### src/rtl/seq_shifter.sv
`default_nettype none
// ============================================================================
// Module      : seq_shifter
// Description : Multi-cycle iterative shift unit. Shifts one bit position per
//               clock behind a start/busy/done handshake. It uses the same
//               operand and control conventions as the single-cycle barrel
//               shifter, so the two are interchangeable behind a handshake.
// Revision    : 1.0 - initial release
// ----------------------------------------------------------------------------
// Ports:
//   clk            in   1      system clock, rising edge
//   rst            in   1      synchronous active-high reset
//   start          in   1      request pulse, sampled only while idle
//   in             in   WIDTH  operand, latched when start is accepted
//   shamt          in   32     shift amount, only shamt[SHW-1:0] is used
//   dir            in   1      1 = left, 0 = right (latched at start)
//   arith_or_logic in   1      1 = arithmetic, 0 = logical (right shifts only)
//   out            out  WIDTH  last completed result
//   busy           out  1      operation in progress
//   done           out  1      one-cycle pulse coincident with out update
// ============================================================================
module seq_shifter #(
  parameter int WIDTH = 32,
  parameter int SHW   = 5
) (
  input  logic             clk,
  input  logic             rst,
  input  logic             start,
  input  logic [WIDTH-1:0] in,
  input  logic [31:0]      shamt,
  input  logic             dir,
  input  logic             arith_or_logic,
  output logic [WIDTH-1:0] out,
  output logic             busy,
  output logic             done
);

  // Two states: waiting for a request, or iterating over the shift count.
  typedef enum logic [0:0] {
    S_IDLE  = 1'b0,
    S_SHIFT = 1'b1
  } state_t;

  localparam logic [SHW-1:0] c_count_one = {{(SHW-1){1'b0}}, 1'b1};

  state_t           r_state;
  state_t           w_next_state;

  logic [WIDTH-1:0] r_shreg;
  logic [SHW-1:0]   r_count;
  logic             r_dir;
  logic             r_arith;
  logic [WIDTH-1:0] r_out;
  logic             r_done;

  logic             w_accept;
  logic             w_step;
  logic             w_finish;
  logic             w_fill;
  logic [WIDTH-1:0] w_shifted;

  // Only the low SHW bits of the shift amount matter; the rest are reduced
  // into a deliberately unused wire so that ignoring them is explicit.
  if (SHW < 32) begin : g_shamt_upper
    logic w_unused_shamt_hi;
    assign w_unused_shamt_hi = ^shamt[31:SHW];
  end else begin : g_shamt_full
  end

  // --------------------------------------------------------------------------
  // State register
  // --------------------------------------------------------------------------
  always_ff @(posedge clk) begin
    if (rst) begin
      r_state <= S_IDLE;
    end else begin
      r_state <= w_next_state;
    end
  end

  // --------------------------------------------------------------------------
  // Next-state and datapath control
  // --------------------------------------------------------------------------
  always_comb begin
    w_next_state = r_state;
    w_accept     = 1'b0;
    w_step       = 1'b0;
    w_finish     = 1'b0;
    case (r_state)
      S_IDLE: begin
        if (start) begin
          w_accept     = 1'b1;
          w_next_state = S_SHIFT;
        end
      end
      S_SHIFT: begin
        // start is not looked at here: requests while busy are dropped.
        if (r_count != '0) begin
          w_step = 1'b1;
        end else begin
          w_finish     = 1'b1;
          w_next_state = S_IDLE;
        end
      end
      default: begin
        w_next_state = S_IDLE;
      end
    endcase
  end

  // --------------------------------------------------------------------------
  // One-position shift. Left shifts always fill with zero, so the arithmetic
  // flag only changes the fill bit of a right shift.
  // --------------------------------------------------------------------------
  always_comb begin
    w_fill    = r_arith & r_shreg[WIDTH-1];
    w_shifted = r_shreg;
    if (r_dir) begin
      w_shifted = {r_shreg[WIDTH-2:0], 1'b0};
    end else begin
      w_shifted = {w_fill, r_shreg[WIDTH-1:1]};
    end
  end

  // --------------------------------------------------------------------------
  // Datapath registers
  // --------------------------------------------------------------------------
  always_ff @(posedge clk) begin
    if (rst) begin
      r_shreg <= '0;
      r_count <= '0;
      r_dir   <= 1'b0;
      r_arith <= 1'b0;
      r_out   <= '0;
      r_done  <= 1'b0;
    end else begin
      // done is a single-cycle pulse unless re-armed by another completion.
      r_done <= 1'b0;
      if (w_accept) begin
        r_shreg <= in;
        r_count <= shamt[SHW-1:0];
        r_dir   <= dir;
        r_arith <= arith_or_logic;
      end
      if (w_step) begin
        r_shreg <= w_shifted;
        r_count <= r_count - c_count_one;
      end
      if (w_finish) begin
        r_out  <= r_shreg;
        r_done <= 1'b1;
      end
    end
  end

  assign out  = r_out;
  assign busy = (r_state == S_SHIFT);
  assign done = r_done;

endmodule
`default_nettype wire

### config.mk
export PLATFORM = sky130hd
export DESIGN_NAME = seq_shifter
export DESIGN_NICKNAME = d
export VERILOG_FILES = /design/src/rtl/seq_shifter.sv
export SDC_FILE = /design/constraint.sdc
export NUM_CORES = 1
export LEC_CHECK = 0
export CORE_MARGIN = 2
export CORE_UTILIZATION = 45
export DETAILED_ROUTE_END_ITERATION = 6
export GPL_ROUTABILITY_DRIVEN = 0
export MAX_ROUTING_LAYER = met4
export PLACE_DENSITY = 0.77
export SYNTH_ARGS = -nofsm -noshare
export SYNTH_HDL_FRONTEND = slang
export SYNTH_SLANG_ARGS = --single-unit
### constraint.sdc
create_clock -name clk -period 2.1 [get_ports clk]
set_clock_uncertainty 0.1 [all_clocks]
set_input_delay 0.315 -clock clk [delete_from_list [all_inputs] [get_ports clk]]
set_output_delay 0.315 -clock clk [all_outputs]
set_load 0.01 [all_outputs]
==> results of run 1 <==
per-stage QoR:
stage          power (mW)  instances
3_3_place_gp         2.36        541
2_1_floorplan        2.10        390
4_1_cts              3.33        556
6_report             3.33        556
5_1_grt              3.47        556
3_5_place_dp         2.39        541
worst paths after layout:
| check | startpoint | end | slack, ns | depth (start not counted) |
|---|---|---|---|---|
| min reg2reg | out[9] | out[9] | 0.38 | 2 |
| min | rst | out[26] | 0.35 | 3 |
| max reg2reg | r_count[0] | r_shreg[3] | 0.21 | 6 |
| max | r_count[0] | r_shreg[3] | 0.21 | 6 |
cell families (layout without fill, tap and decap cells):
kind of cell,count (synthesis),in the layout,share of synthesized area [%]
flip-flops,73,73,41.9
adder cells (fa/ha/maj),1,1,0.359
buffers and inverters,52,116,7.10
AND/OR/NAND/NOR,62,62,9.97
multiplexers,30,30,9.68
AO/OA/AOI/OAI,172,172,31.0
state kept, by name, summed over array words and instances, names as in the netlist:
name and count:
r_shreg 32, r_dir 1, r_arith 1, busy 1
r_count 5, out 32, done 1
cell usage after synthesis, types with 2 or more instances:
master | instances | area [um2]
dfxtp_1 | 73 | 1460
a21oi_1 | 67 | 335
o211ai_1 | 35 | 263
clkbuf_1 | 34 | 128
nand3_1 | 34 | 170
a32oi_1 | 31 | 272
o21ai_0 | 31 | 155
mux2_2 | 30 | 338
nand2_1 | 12 | 45.0
buf_2 | 9 | 45.0
a31oi_1 | 5 | 31.3
buf_8 | 3 | 45.0
inv_1 | 3 | 11.3
buf_1 | 2 | 7.51
nand2b_1 | 2 | 12.5
nand4b_1 | 2 | 17.5
power breakdown:
part	internal, mW	switching, mW
Clock	0.451	0.510
Sequential	1.46	0.0788
Combinational	0.345	0.487
Total	2.26	1.08
per-layer routing:
| metal | share of wire [%] | wire length [um] | GRT usage [%] | up-vias |
|---|---|---|---|---|
| met5 | 0 | 0 | - | - |
| met4 | 2.7 | 255 | 9.45 | 0 |
| met3 | 5.6 | 531 | 3.29 | 27 |
| met2 | 49 | 4700 | 38.0 | 146 |
| met1 | 42 | 4040 | 29.0 | 1652 |
| li1 | - | - | - | 1613 |
area by class of cell:
type	instances	area share, %
Clock buffer	12	3.22
Clock inverter	3	0.389
Inverter	3	0.250
Multi-Input combinational cell	265	39.7
Sequential cell	73	32.4
Tap cell	102	2.83
Timing Repair Buffer	98	21.2
worst max-delay path: cells and delay by family, from the launching register on:
family	cells	cell delay, ns
and+or+nand+nor	1	0.48
AOI/OAI and AO/OA	2	0.32
DFF	1	0.32
adders and majority gates	1	0.24
buffers and inverters	2	0.29
==> results by stage, run 1 <==
STA:
- Setup total negative slack on the finished layout was measured at 0 ns.
- The worst hold slack after final layout is approximately 0.35 ns.
- The fmax is between 500 and 600 MHz.
- The transition time at the pin with the least slew margin is 0.485 ns.
- The final period demand of the worst path is approximately 1.9 ns.
- The final worst-path setup slack is roughly 0.21 ns.
- The hold violation count in the final report is 0.
- Setup violations remaining at the end of the flow were counted as 0.
- Setup repair after global routing left no endpoint under its margin.
- The normalized max-slew margin is about two thirds.
- The number of max-slew violations in the final report is 0.
- The worst path uses between 80% and 90% of the clock period.

Logic synthesis:
- Counting every net in the synthesized netlist gives 460.
- The number of warning messages in the yosys log is 0.
- After synthesis, the share of flip-flops with an asynchronous set or reset is 0%.
- In this run, distinct cell masters in the synthesized netlist total 33.
- The cell area that synthesis handed to floorplanning was 3490 um2.
- The number of instances in the synthesized netlist is around 400.
- The mean post-synth cell area is approximately 8.9 um2.
- Synthesis inferred 73 register bits.
- After synthesis, flip-flops and latches occupy approximately two fifths of the total area.
- The leading register cell type out of synthesis is dfxtp_1.
- Counting flops with a built-in enable in the synthesized netlist gives 0.

Die:
- The vertical die dimension is between 90 and 100 um.
- The floorplan step defined a core boundary enclosing about 7600 um2.
- From left edge to right edge, the die measures ~92 um.
- The floorplan has 32 rows.
- The floorplan step defined a die boundary enclosing 8470 um2.
- Once the floorplan was initialized, standard cells occupied between 40 and 50% of the core.
- In this run the count of I/O pins placed on the die edge is between 100 and 150.

Detailed routing:
- The post-route antenna net violation count is 0.
- The mean number of vias per cell is 6.18.
- Summed over all layers, the routed wires come to about 9.5 mm.
- The count of vias placed by the detailed router is ~3.4k.
- The length of the first detailed-routing pass in iterations is 5.
- The count of routing violations after the opening detailed-route iteration is about 260.
- In the routed design, unresolved DRC markers number 0.
- Dividing the detail-routed wire length by the instance count gives roughly 17 um.

Placed design:
- At the placement stage, the worst setup path has a slack of ~0.23 ns.
- The placed wire-length estimate after detailed placement is about 6.3 mm.
- The count of buffers inserted at the top-level ports is 75.
- Once placement finished, the instance area stood at 4340 um2.

Clock network:
- Clock tree synthesis inserted a total of 9 buffers.
- For the worst-skew pair, the clock arrives at the later sink with an insertion delay of 0.36 ns.
- Clock tree synthesis found a total of 73 sinks.
- The root buffer cell chosen for the clock tree is clkbuf_8.
- The H-tree generated during clock tree synthesis spans 3 levels.
- In this run, post-CTS repair resized a total of 0 instances.
- TritonCTS built the clock tree.
- Hold repair after CTS inserted 0 buffers.
- The clock-pin slew on the worst setup and hold paths is approximately 0.080 ns.
- In this run the post-CTS setup repair buffer count came out at 0.
- The maximum buffer depth of the clock tree is 2.

Critical path:
- The top fanout value on the critical path is 17.
- The classification of the worst setup path is reg2reg.
- The signal on the critical path passes through inv_1 > ha_1 > or4b_1 > buf_4 > a32oi_1 > a21oi_1.
- Data arrives at the worst endpoint at between 2 and 2.5 ns.
- STA classifies the critical path startpoint as a flip-flop.
- The biggest cell delay along the critical path is ~0.48 ns.
- The required time of the worst setup path is roughly 2.2 ns.
- The element type at the critical path end is a flip-flop.
- The cell type of the slowest stage on the worst timing path is or4b_1.

Cells and area:
- The utilization after layout is approximately three fifths.
- Summing all multi-input logic gate instances after layout gives 1790 um2.
- The area growth from synthesis to layout is 29.2%.
- The fraction of layout instances using a drive strength above 1 is roughly 16%.
- Leaving out fill and tap cells, the most frequent cell in the layout is clkdlybuf4s50_1.
- Counting the fill cells in the layout gives about 680.
- Registers take between 1000 and 1500 um2.
- The finished cells cover ~4500 um2.
- 0 antenna diodes ended up in the layout.
- The number of nets in the finished design is between 500 and 600.
- The library cells used most frequently in the layout, excluding fill and tap cells, are clkdlybuf4s50_1, dfxtp_1, a21oi_1.

Global routing:
- The sum of overflow across all layers after global routing is 0.
- The number of global-route vias before repair was 3,213.
- The all-layer global routing usage is a little under a quarter.
- The number of antenna violations at the first check in global routing is 0.
- The largest net degree at the start of global routing is 74.
- The wire length of the first global-routing pass is roughly 16 mm.

Status:
- The run finished with clean final reports.

Hold path:
- The tightest min-delay check is of the in2reg type.

Run:
- The tool flagged a number of max-cap violations equal to 0.

Power and ir drop:
- The reported leakage power is approximately 1.5 nW.
- Dividing total power by cell area gives a power density of 740 nW/um2.
- The largest vdd supply drop is 391 uV.
Note: power is estimated with default switching activity, not from simulation.
==> run 2: changes to the inputs <==
--- a/config.mk
+++ b/config.mk
@@ -5,12 +5,14 @@
 export SDC_FILE = /design/constraint.sdc
 export NUM_CORES = 1
 export LEC_CHECK = 0
+export CAP_MARGIN = 25
 export CORE_MARGIN = 2
 export CORE_UTILIZATION = 45
 export DETAILED_ROUTE_END_ITERATION = 6
 export GPL_ROUTABILITY_DRIVEN = 0
 export MAX_ROUTING_LAYER = met4
 export PLACE_DENSITY = 0.77
+export SLEW_MARGIN = 5
 export SYNTH_ARGS = -nofsm -noshare
 export SYNTH_HDL_FRONTEND = slang
 export SYNTH_SLANG_ARGS = --single-unit
==> results of run 2 <==
No change in the layout: final DEF, timing and power equal those of run 1.
==> run 3: changes to the inputs <==
--- a/config.mk
+++ b/config.mk
@@ -16,3 +16,4 @@
 export SYNTH_ARGS = -nofsm -noshare
 export SYNTH_HDL_FRONTEND = slang
 export SYNTH_SLANG_ARGS = --single-unit
+export TNS_END_PERCENT = 5
==> results of run 3 <==
No change in the layout: final DEF, timing and power equal those of run 1.
